File: config.mk
export PLATFORM = sky130hd
export DESIGN_NAME = lcd_ctrl
export DESIGN_NICKNAME = d
export VERILOG_FILES = /design/src/rtl/lcd_ctrl.sv
export SDC_FILE = /design/constraint.sdc
export NUM_CORES = 1
export LEC_CHECK = 0
export CORE_MARGIN = 4
export CORE_UTILIZATION = 51
export CTS_BUF_LIST = sky130_fd_sc_hd__clkbuf_16
export DETAILED_ROUTE_END_ITERATION = 8
export PLACE_DENSITY_LB_ADDON = 0.2
export SLEW_MARGIN = 20
export SYNTH_ARGS = -nofsm -noshare
export SYNTH_HDL_FRONTEND = slang
export SYNTH_SLANG_ARGS = --single-unit
export TNS_END_PERCENT = 100
File: constraint.sdc
create_clock -name clk_i -period 5.35 [get_ports clk_i]
set_clock_uncertainty 0.2 [all_clocks]
set_input_delay 0.535 -clock clk_i [delete_from_list [all_inputs] [get_ports clk_i]]
set_output_delay 0.535 -clock clk_i [all_outputs]
set_load 0.02 [all_outputs]
File: src/rtl/lcd_ctrl.sv
// lcd_ctrl -- HD44780 write-cycle sequencer driven by the 32-bit LCD output
// register (io_lcd). Each toggle of io_lcd[10] is one command. It is played out as:
//   RS/DATA setup -> E pulse -> hold -> execution wait.
// A single-entry pending slot absorbs one command while another is in flight.
// Further commands are dropped, and the sticky overflow flag is set.
//
// Optional build macro: LCD_CTRL_INIT_EN. When defined, a power-up
// sequencer waits 2^20 cycles after reset. It then issues 0x38, 0x0C, 0x01,
// 0x06 (RS=0) through the same timing FSM before software commands run.
//
// Ports:
//   clk_i       clock
//   rst_ni      synchronous active-low reset
//   io_lcd_i    [31] ON, [10] REQ toggle, [9] RS, [8] RW (ignored), [7:0] DATA
//   lcd_on_o    registered copy of io_lcd_i[31]
//   lcd_rs_o    register select of the active command
//   lcd_rw_o    always 0 (write only)
//   lcd_en_o    E strobe, driven straight from a flop
//   lcd_data_o  data bus of the active command
//   busy_o      command in flight or pending (or init running)
//   status_o    {29'b0, ovf, pend_vld, busy}
module lcd_ctrl #(
  parameter int unsigned T_AS_CYC   = 4,
  parameter int unsigned T_PW_CYC   = 16,
  parameter int unsigned T_H_CYC    = 4,
  parameter int unsigned T_EXEC_CYC = 2000,
  parameter int unsigned T_CLR_CYC  = 80000
) (
  input  logic        clk_i,
  input  logic        rst_ni,
  input  logic [31:0] io_lcd_i,
  output logic        lcd_on_o,
  output logic        lcd_rs_o,
  output logic        lcd_rw_o,
  output logic        lcd_en_o,
  output logic [7:0]  lcd_data_o,
  output logic        busy_o,
  output logic [31:0] status_o
);

  typedef enum logic [2:0] {
    S_IDLE  = 3'd0,
    S_SETUP = 3'd1,
    S_PULSE = 3'd2,
    S_HOLD  = 3'd3,
    S_WAIT  = 3'd4
  } state_t;

  // The down-counter is loaded with (duration - 1) on state entry.
  // The state is left on the edge where the counter reads zero.
  localparam logic [16:0] AS_LD   = 17'(T_AS_CYC - 1);
  localparam logic [16:0] PW_LD   = 17'(T_PW_CYC - 1);
  localparam logic [16:0] H_LD    = 17'(T_H_CYC - 1);
  localparam logic [16:0] EXEC_LD = 17'(T_EXEC_CYC - 1);
  localparam logic [16:0] CLR_LD  = 17'(T_CLR_CYC - 1);

  state_t      state_reg, state_next;
  logic [16:0] cnt_reg, cnt_next;
  logic        act_rs_reg, act_rs_next;
  logic [7:0]  act_data_reg, act_data_next;
  logic        pend_rs_reg, pend_rs_next;
  logic [7:0]  pend_data_reg, pend_data_next;
  logic        pend_vld_reg, pend_vld_next;
  logic        ovf_reg, ovf_next;
  logic        req_prev_reg;
  logic        en_reg;
  logic        on_reg;

  logic        req_evt;
  logic        cnt_done;
  logic        slot_free;
  logic [16:0] wait_ld;
  logic        init_busy;
  logic        init_go;
  logic        init_take;
  logic [7:0]  init_data;
  logic        lcd_unused;

  assign req_evt  = io_lcd_i[10] ^ req_prev_reg;
  assign cnt_done = (cnt_reg == 17'd0);

  // Clear (0x01) and return-home (0x02/0x03) need the long execution wait.
  assign wait_ld = (!act_rs_reg && (act_data_reg[7:2] == 6'd0)) ? CLR_LD : EXEC_LD;

  // The FSM can take a new active command on this edge.
  // This holds when it is idle, or when the current command's final wait cycle is ending.
  // The init sequence has priority while it still has commands to issue.
  assign slot_free = !init_busy &&
                     ((state_reg == S_IDLE) || ((state_reg == S_WAIT) && cnt_done));

`ifdef LCD_CTRL_INIT_EN
  logic [20:0] pwr_cnt_reg;
  logic [2:0]  init_idx_reg;

  always_ff @(posedge clk_i) begin
    if (!rst_ni) begin
      pwr_cnt_reg  <= 21'd0;
      init_idx_reg <= 3'd0;
    end else begin
      // Bit 20 sets after exactly 2^20 cycles and then freezes the count.
      if (!pwr_cnt_reg[20]) begin
        pwr_cnt_reg <= pwr_cnt_reg + 21'd1;
      end
      if (init_take) begin
        init_idx_reg <= init_idx_reg + 3'd1;
      end
    end
  end

  assign init_busy = (init_idx_reg != 3'd4);
  assign init_go   = init_busy && pwr_cnt_reg[20] && (state_reg == S_IDLE);

  always_comb begin
    init_data = 8'h06;
    case (init_idx_reg[1:0])
      2'd0:    init_data = 8'h38;
      2'd1:    init_data = 8'h0C;
      2'd2:    init_data = 8'h01;
      default: init_data = 8'h06;
    endcase
  end

  assign lcd_unused = ^{io_lcd_i[30:11], io_lcd_i[8]};
`else
  assign init_busy  = 1'b0;
  assign init_go    = 1'b0;
  assign init_data  = 8'h00;
  assign lcd_unused = ^{io_lcd_i[30:11], io_lcd_i[8], init_take};
`endif

  always_comb begin
    state_next     = state_reg;
    cnt_next       = cnt_reg;
    act_rs_next    = act_rs_reg;
    act_data_next  = act_data_reg;
    pend_rs_next   = pend_rs_reg;
    pend_data_next = pend_data_reg;
    pend_vld_next  = pend_vld_reg;
    ovf_next       = ovf_reg;
    init_take      = 1'b0;

    case (state_reg)
      S_SETUP: begin
        if (cnt_done) begin
          state_next = S_PULSE;
          cnt_next   = PW_LD;
        end else begin
          cnt_next = cnt_reg - 17'd1;
        end
      end
      S_PULSE: begin
        if (cnt_done) begin
          state_next = S_HOLD;
          cnt_next   = H_LD;
        end else begin
          cnt_next = cnt_reg - 17'd1;
        end
      end
      S_HOLD: begin
        if (cnt_done) begin
          state_next = S_WAIT;
          cnt_next   = wait_ld;
        end else begin
          cnt_next = cnt_reg - 17'd1;
        end
      end
      S_WAIT: begin
        if (cnt_done) begin
          state_next = S_IDLE;
        end else begin
          cnt_next = cnt_reg - 17'd1;
        end
      end
      default: begin
        if (init_go) begin
          state_next    = S_SETUP;
          cnt_next      = AS_LD;
          act_rs_next   = 1'b0;
          act_data_next = init_data;
          init_take     = 1'b1;
        end
      end
    endcase

    // A pending command advances first, so the next command starts with no idle gap.
    if (slot_free && pend_vld_reg) begin
      state_next    = S_SETUP;
      cnt_next      = AS_LD;
      act_rs_next   = pend_rs_reg;
      act_data_next = pend_data_reg;
      pend_vld_next = 1'b0;
    end

    if (req_evt) begin
      if (slot_free && !pend_vld_reg) begin
        state_next    = S_SETUP;
        cnt_next      = AS_LD;
        act_rs_next   = io_lcd_i[9];
        act_data_next = io_lcd_i[7:0];
      end else if (slot_free || !pend_vld_reg) begin
        // When slot_free is true here, the pending slot was just vacated above.
        pend_rs_next   = io_lcd_i[9];
        pend_data_next = io_lcd_i[7:0];
        pend_vld_next  = 1'b1;
      end else begin
        ovf_next = 1'b1;
      end
    end
  end

  always_ff @(posedge clk_i) begin
    if (!rst_ni) begin
      state_reg     <= S_IDLE;
      cnt_reg       <= 17'd0;
      act_rs_reg    <= 1'b0;
      act_data_reg  <= 8'h00;
      pend_rs_reg   <= 1'b0;
      pend_data_reg <= 8'h00;
      pend_vld_reg  <= 1'b0;
      ovf_reg       <= 1'b0;
      req_prev_reg  <= 1'b0;
      en_reg        <= 1'b0;
      on_reg        <= 1'b0;
    end else begin
      state_reg     <= state_next;
      cnt_reg       <= cnt_next;
      act_rs_reg    <= act_rs_next;
      act_data_reg  <= act_data_next;
      pend_rs_reg   <= pend_rs_next;
      pend_data_reg <= pend_data_next;
      pend_vld_reg  <= pend_vld_next;
      ovf_reg       <= ovf_next;
      req_prev_reg  <= io_lcd_i[10];
      // E is registered from the next state, so it is high exactly during PULSE.
      en_reg        <= (state_next == S_PULSE);
      on_reg        <= io_lcd_i[31];
    end
  end

  assign busy_o     = (state_reg != S_IDLE) | pend_vld_reg | init_busy;
  assign status_o   = {29'd0, ovf_reg, pend_vld_reg, busy_o};
  assign lcd_on_o   = on_reg;
  assign lcd_rs_o   = act_rs_reg;
  assign lcd_rw_o   = 1'b0;
  assign lcd_en_o   = en_reg;
  assign lcd_data_o = act_data_reg;

endmodule

Yosys cells after proc, flatten, opt, wreduce, memory -nomap -nowiden
Cells that the tools add are included.
{"block": "word_totals", "ff_bits": 43, "latchBits": 0, "mem_bits_rw": 0, "rom_bits": 0, "in_bits": 34, "out_inout_bits": 45, "elab_cells": 62, "memories": 0}
{"block": "op_classes", "add_sub_neg": 1, "n_mul": 0, "div": 0, "n_lt_le_gt_ge": 0, "eq_ne": 5, "n_shift": 0, "muxes": 27, "n_bitwise": 4, "n_reduce_logical": 14}
{"cell": "two-way mux 17 bit", "n": 8}
{"cell": "case mux 17 bit (4 select lines)", "n": 1}
{"cell": "two-way mux 8 bit", "n": 3}
{"cell": "two-way mux 3 bit", "n": 7}
{"cell": "logical NOT 17 bit", "n": 1}
{"cell": "subtractor 17 x 1 -> 17 bit (second input constant)", "n": 1}
{"cell": "case mux 3 bit (4 select lines)", "n": 1}
{"cell": "equality test 3 x 2 -> 1 bit (second input constant)", "n": 3}
{"cell": "two-way mux 1 bit", "n": 7}
{"cell": "logical NOT 6 bit", "n": 1}
{"cell": "AND reduction 3 bit", "n": 2}
{"cell": "logical AND 1 bit", "n": 4}
{"cell": "equality test 3 x 1 -> 1 bit (second input constant)", "n": 1}
{"cell": "equality test 3 bit (second input constant)", "n": 1}
{"cell": "logical NOT 3 bit", "n": 1}
{"cell": "nonzero test 3 bit", "n": 1}
{"cell": "logical NOT 1 bit", "n": 2}
{"cell": "logical OR 1 bit", "n": 2}
{"cell": "NOT 1 bit", "n": 2}
{"cell": "bitwise OR 1 bit", "n": 1}
{"cell": "bitwise XOR 1 bit", "n": 1}

Logic depth before layout (Yosys ltp)
{"block": "logic_depth", "depth_word": 8, "depth_mapped": 9, "ltp_nobuf": 9}

Worst setup path before layout
Ideal clock, no wire load.
{"block": "synth_path", "path_type": "reg-to-reg", "start": "reg cnt_reg[0]", "end": "reg cnt_reg[16]", "setup_ps": 70, "t_arrival_ps": 1943, "t_required_ps": 5080, "path_slack_ps": 3137, "stages_incl_launch_ff": 8, "path_buffers": 0, "path_cell_list": "dfxtp_1 -> inv_1 -> ha_1 -> nor3b_2 -> nand3_2 -> or4b_1 -> a211o_1 -> a21boi_1"}
{"block": "synth_via", "elab_chain_len": 7, "elab_cells_between_ends": 14}
{"element": "from (decl)", "line": "58", "source": "logic [16:0] cnt_reg, cnt_next;"}
{"element": "from (signal assigned)", "line": "226", "source": "cnt_reg <= cnt_next;"}
{"element": "parallel branches: the longest is 6 deep, another holds subtractor 17 x 1 -> 17 bit"}
{"element": "two-way mux 17 bit (*)", "line": "194", "source": "if (req_evt) begin"}
Mark *: on every way between the ends.
A chain may end at the register's enable or synchronous reset.

Final worst setup path
{"block": "layout_path", "start": "reg cnt_reg[10]", "end": "reg cnt_reg[8]"}
{"block": "layout_via", "elab_chain_len": 7, "elab_cells_between_ends": 13}
{"element": "logical NOT 17 bit (*)", "line": "80", "source": "assign cnt_done = (cnt_reg == 17'd0);"}
{"element": "parallel branches: the longest is 5 deep, another holds two-way mux 17 bit"}
{"element": "two-way mux 17 bit (*)", "line": "194"}
Marked as above.

==> flow_summary.yaml <==
sta:
  slew_viol_final: 0
  rsz0062_at_grt: "no"
  setup_violations: 0
  timing.hold.ws_ps: 261
  fmax_mhz: 324
  finalCritPeriodShare: 0.577
  max_slew_margin: 0.319
  hold_violations: 0
  period_needed_ps: 3090
  fin_setup_tns_ps: 0
  worst_pin_slew_ps: 1010
place:
  gp_congestion: 0.884
  portBuffers: 27
  dp_hpwl_mm: 4.24
  placed_cells: 413
worst_setup_path:
  worstSetupEndpointType: "flip-flop"
  r2r_slack_ps: 2260
  required_ps: 5370
  crit_type: "reg2reg"
  r2r-end: "cnt_reg[8]$_SDFF_PN0_"
  cp_slowest_cell: "nor4_1"
  crit_chain: "nor4_1, nand4_1, a211oi_1, o21ai_0, a21oi_1"
  crit_path_max_fanout: 13
  r2r-start: "cnt_reg[10]$_SDFF_PN0_"
  r2r.worst_path.cells: 5
  max_stage_delay_ps: 750
  start_kind: "flip-flop"
  crit_arrival_ps: 3100
detailed_routing:
  wire_per_inst_um: 14.3
  via_count: 2371
  dr.pass1.iters: 4
  ant_nets: 0
  wirelength_mm: 6.02
  initialDrtViolationCount: 107
  via_per_inst: 5.63
  drc: 0
run:
  cap_violations: 0
yosys:
  synth_cells: 339
  syn_area_um2: 2660
  synth_edf_count: 0
  yosysWarnings: 0
  async_flop_share: 0
  yosysSeqAreaShare: 0.323
  synth_cell_types: 59
  syn_avg_cell_area_um2: 7.85
  synth-seq-cells: 43
  ys.flop_type: "dfxtp_1"
power_and_ir_drop:
  irDropWorstVdd_mv: 0.307
  p_leak_nw: 1.12
  intPower_mw: 1.12
  p_seq_frac: 0.260
  p_clk_frac: 0.168
  p_sw_frac: 0.473
  comb_power_share: 0.572
  power_mw: 2.13
  power_density_nw_per_um2: 718
  total_switching_power_mw: 1.01
clocking:
  clockBufferDepth: 2
  cts_setup_buffers: 0
  cts_tree: "done"
  cts_resized: 0
  cts_buffers: 5
  h-tree-depth: 2
  worstSkewPairLatency_ps: 290
  root_buffer: "clkbuf_16"
  hold_buffers: 0
  clock_sinks: 43
  clk_pin_slew_ps: 70
cells_and_area:
  fillers: 496
  seqCellArea_um2: 861
  area_delta_synth_final_pct: 11.3
  multi_input_area_um2: 1540
  finalNonFillerCells: 421
  layout_commonest_cell: "nand2_1"
  fin_nets: 387
  largest_register_ffs: 17
  drive_gt1_frac: 0.0627
  n_antenna_cell: 0
  final_cell_mix: "50 x nand2_1, 43 x dfxtp_1, 30 x conb_1"
die:
  die_h_um: 80.3
  die_area_um2: 6440
  pin_count: 79
  die_x_um: 80.3
  rows: 26
  core_area_um2: 5070
  start_util: 0.525
min_path:
  worstHoldPathType: "reg2reg"
  holdPathEnd: "pend_data_reg[3]$_SDFFE_PN0P_"
  hold_path_depth: 2
  min_from: "pend_data_reg[3]$_SDFFE_PN0P_"
grt:
  grt_pass1_wl_mm: 10.0
  grt_max_degree: 42
  antenna_found_initial: 0
  track_usage: 0.196
  grt_pass1_vias: 2135
  overflow: 0
run_status:
  run_status: "complete, no violations"
worst max path at each step:
stage / from / slack (ps) / to / cells past startpoint
floorplan: cnt_reg[0]$_SDFF_PN0_ / 3140 / cnt_reg[16]$_SDFF_PN0_ / 7
global placement: io_lcd_i[10] / 1970 / cnt_reg[16]$_SDFF_PN0_ / 6
detailed placement: io_lcd_i[10] / 1940 / cnt_reg[11]$_SDFF_PN0_ / 6
CTS: cnt_reg[10]$_SDFF_PN0_ / 2160 / cnt_reg[11]$_SDFF_PN0_ / 5
global route: cnt_reg[10]$_SDFF_PN0_ / 2120 / cnt_reg[7]$_SDFF_PN0_ / 5
finish: cnt_reg[10]$_SDFF_PN0_ / 2260 / cnt_reg[8]$_SDFF_PN0_ / 5
cell families (layout without fill, tap and decap cells):
logic type               after synthesis  count (layout)  synth area share
XOR/XNOR                               5               5            0.0165
flip-flops                            43              43             0.323
buffers and inverters                 60              43             0.142
other                                  1              30           0.00141
adder cells (fa/ha/maj)                4               4            0.0179
multiplexers                          10              10            0.0381
AO/OA/AOI/OAI                         83              83             0.202
AND/OR/NAND/NOR                      133             133             0.258
metal layers:
layer,up-vias,wire (µm),global-route usage
met5,-,0,0
met1,1129,2800,0.258
li1,1177,-,-
met4,0,58,0.0709
met2,60,2890,0.316
met3,5,268,0.0381
synth_stat cells (3+ instances only):
cell	number	area, µm²
nor3_1	12	60.1
nand4_1	6	37.5
nand2_1	50	188
a21boi_0	4	30.0
a21oi_1	13	65.1
and3_1	4	25.0
dfxtp_1	43	861
nor4_1	8	50.1
a31oi_1	14	87.6
xnor2_1	3	26.3
o21ai_0	24	120
nor3b_1	4	30.0
nor2_1	18	67.6
nand3_1	9	45.0
ha_1	3	37.5
a211oi_1	6	45.0
buf_4	35	263
mux2i_1	9	90.1
and2_1	6	37.5
clkbuf_1	13	48.8
inv_1	7	26.3
cell type report:
class / instances / area share
Clock inverter: 3 / 0.0160
Clock buffer: 5 / 0.0422
Timing Repair Buffer: 28 / 0.0937
Multi-Input combinational cell: 265 / 0.519
Inverter: 7 / 0.00887
Tap cell: 70 / 0.0296
Sequential cell: 43 / 0.291
per-stage QoR:
step                      setup WS (ps)   util  cell area [µm²]
after floorplan                    3140      -             2770
after global placement             1970  0.549             2780
after detailed placement           1940  0.549             2780
after CTS                          2160  0.583             2960
after global routing               2120  0.584             2960
final                              2260  0.584             2960
power groups by stage:
stage,combinational [mW],sequential (mW),clock [mW]
floorplan,0.981,0.534,0
global route,1.34,0.571,0.378
finish,1.22,0.553,0.358
global placement,1.18,0.555,0
detailed placement,1.19,0.557,0
CTS,1.20,0.551,0.365
worst max-delay path: cells and delay by family, from the launching register on:
family / cells / cell delay (ps)
flip-flops: 1 / 370
AO/OA/AOI/OAI: 3 / 1040
AND/OR/NAND/NOR: 2 / 1400
Note: power is estimated with default switching activity, not from simulation.
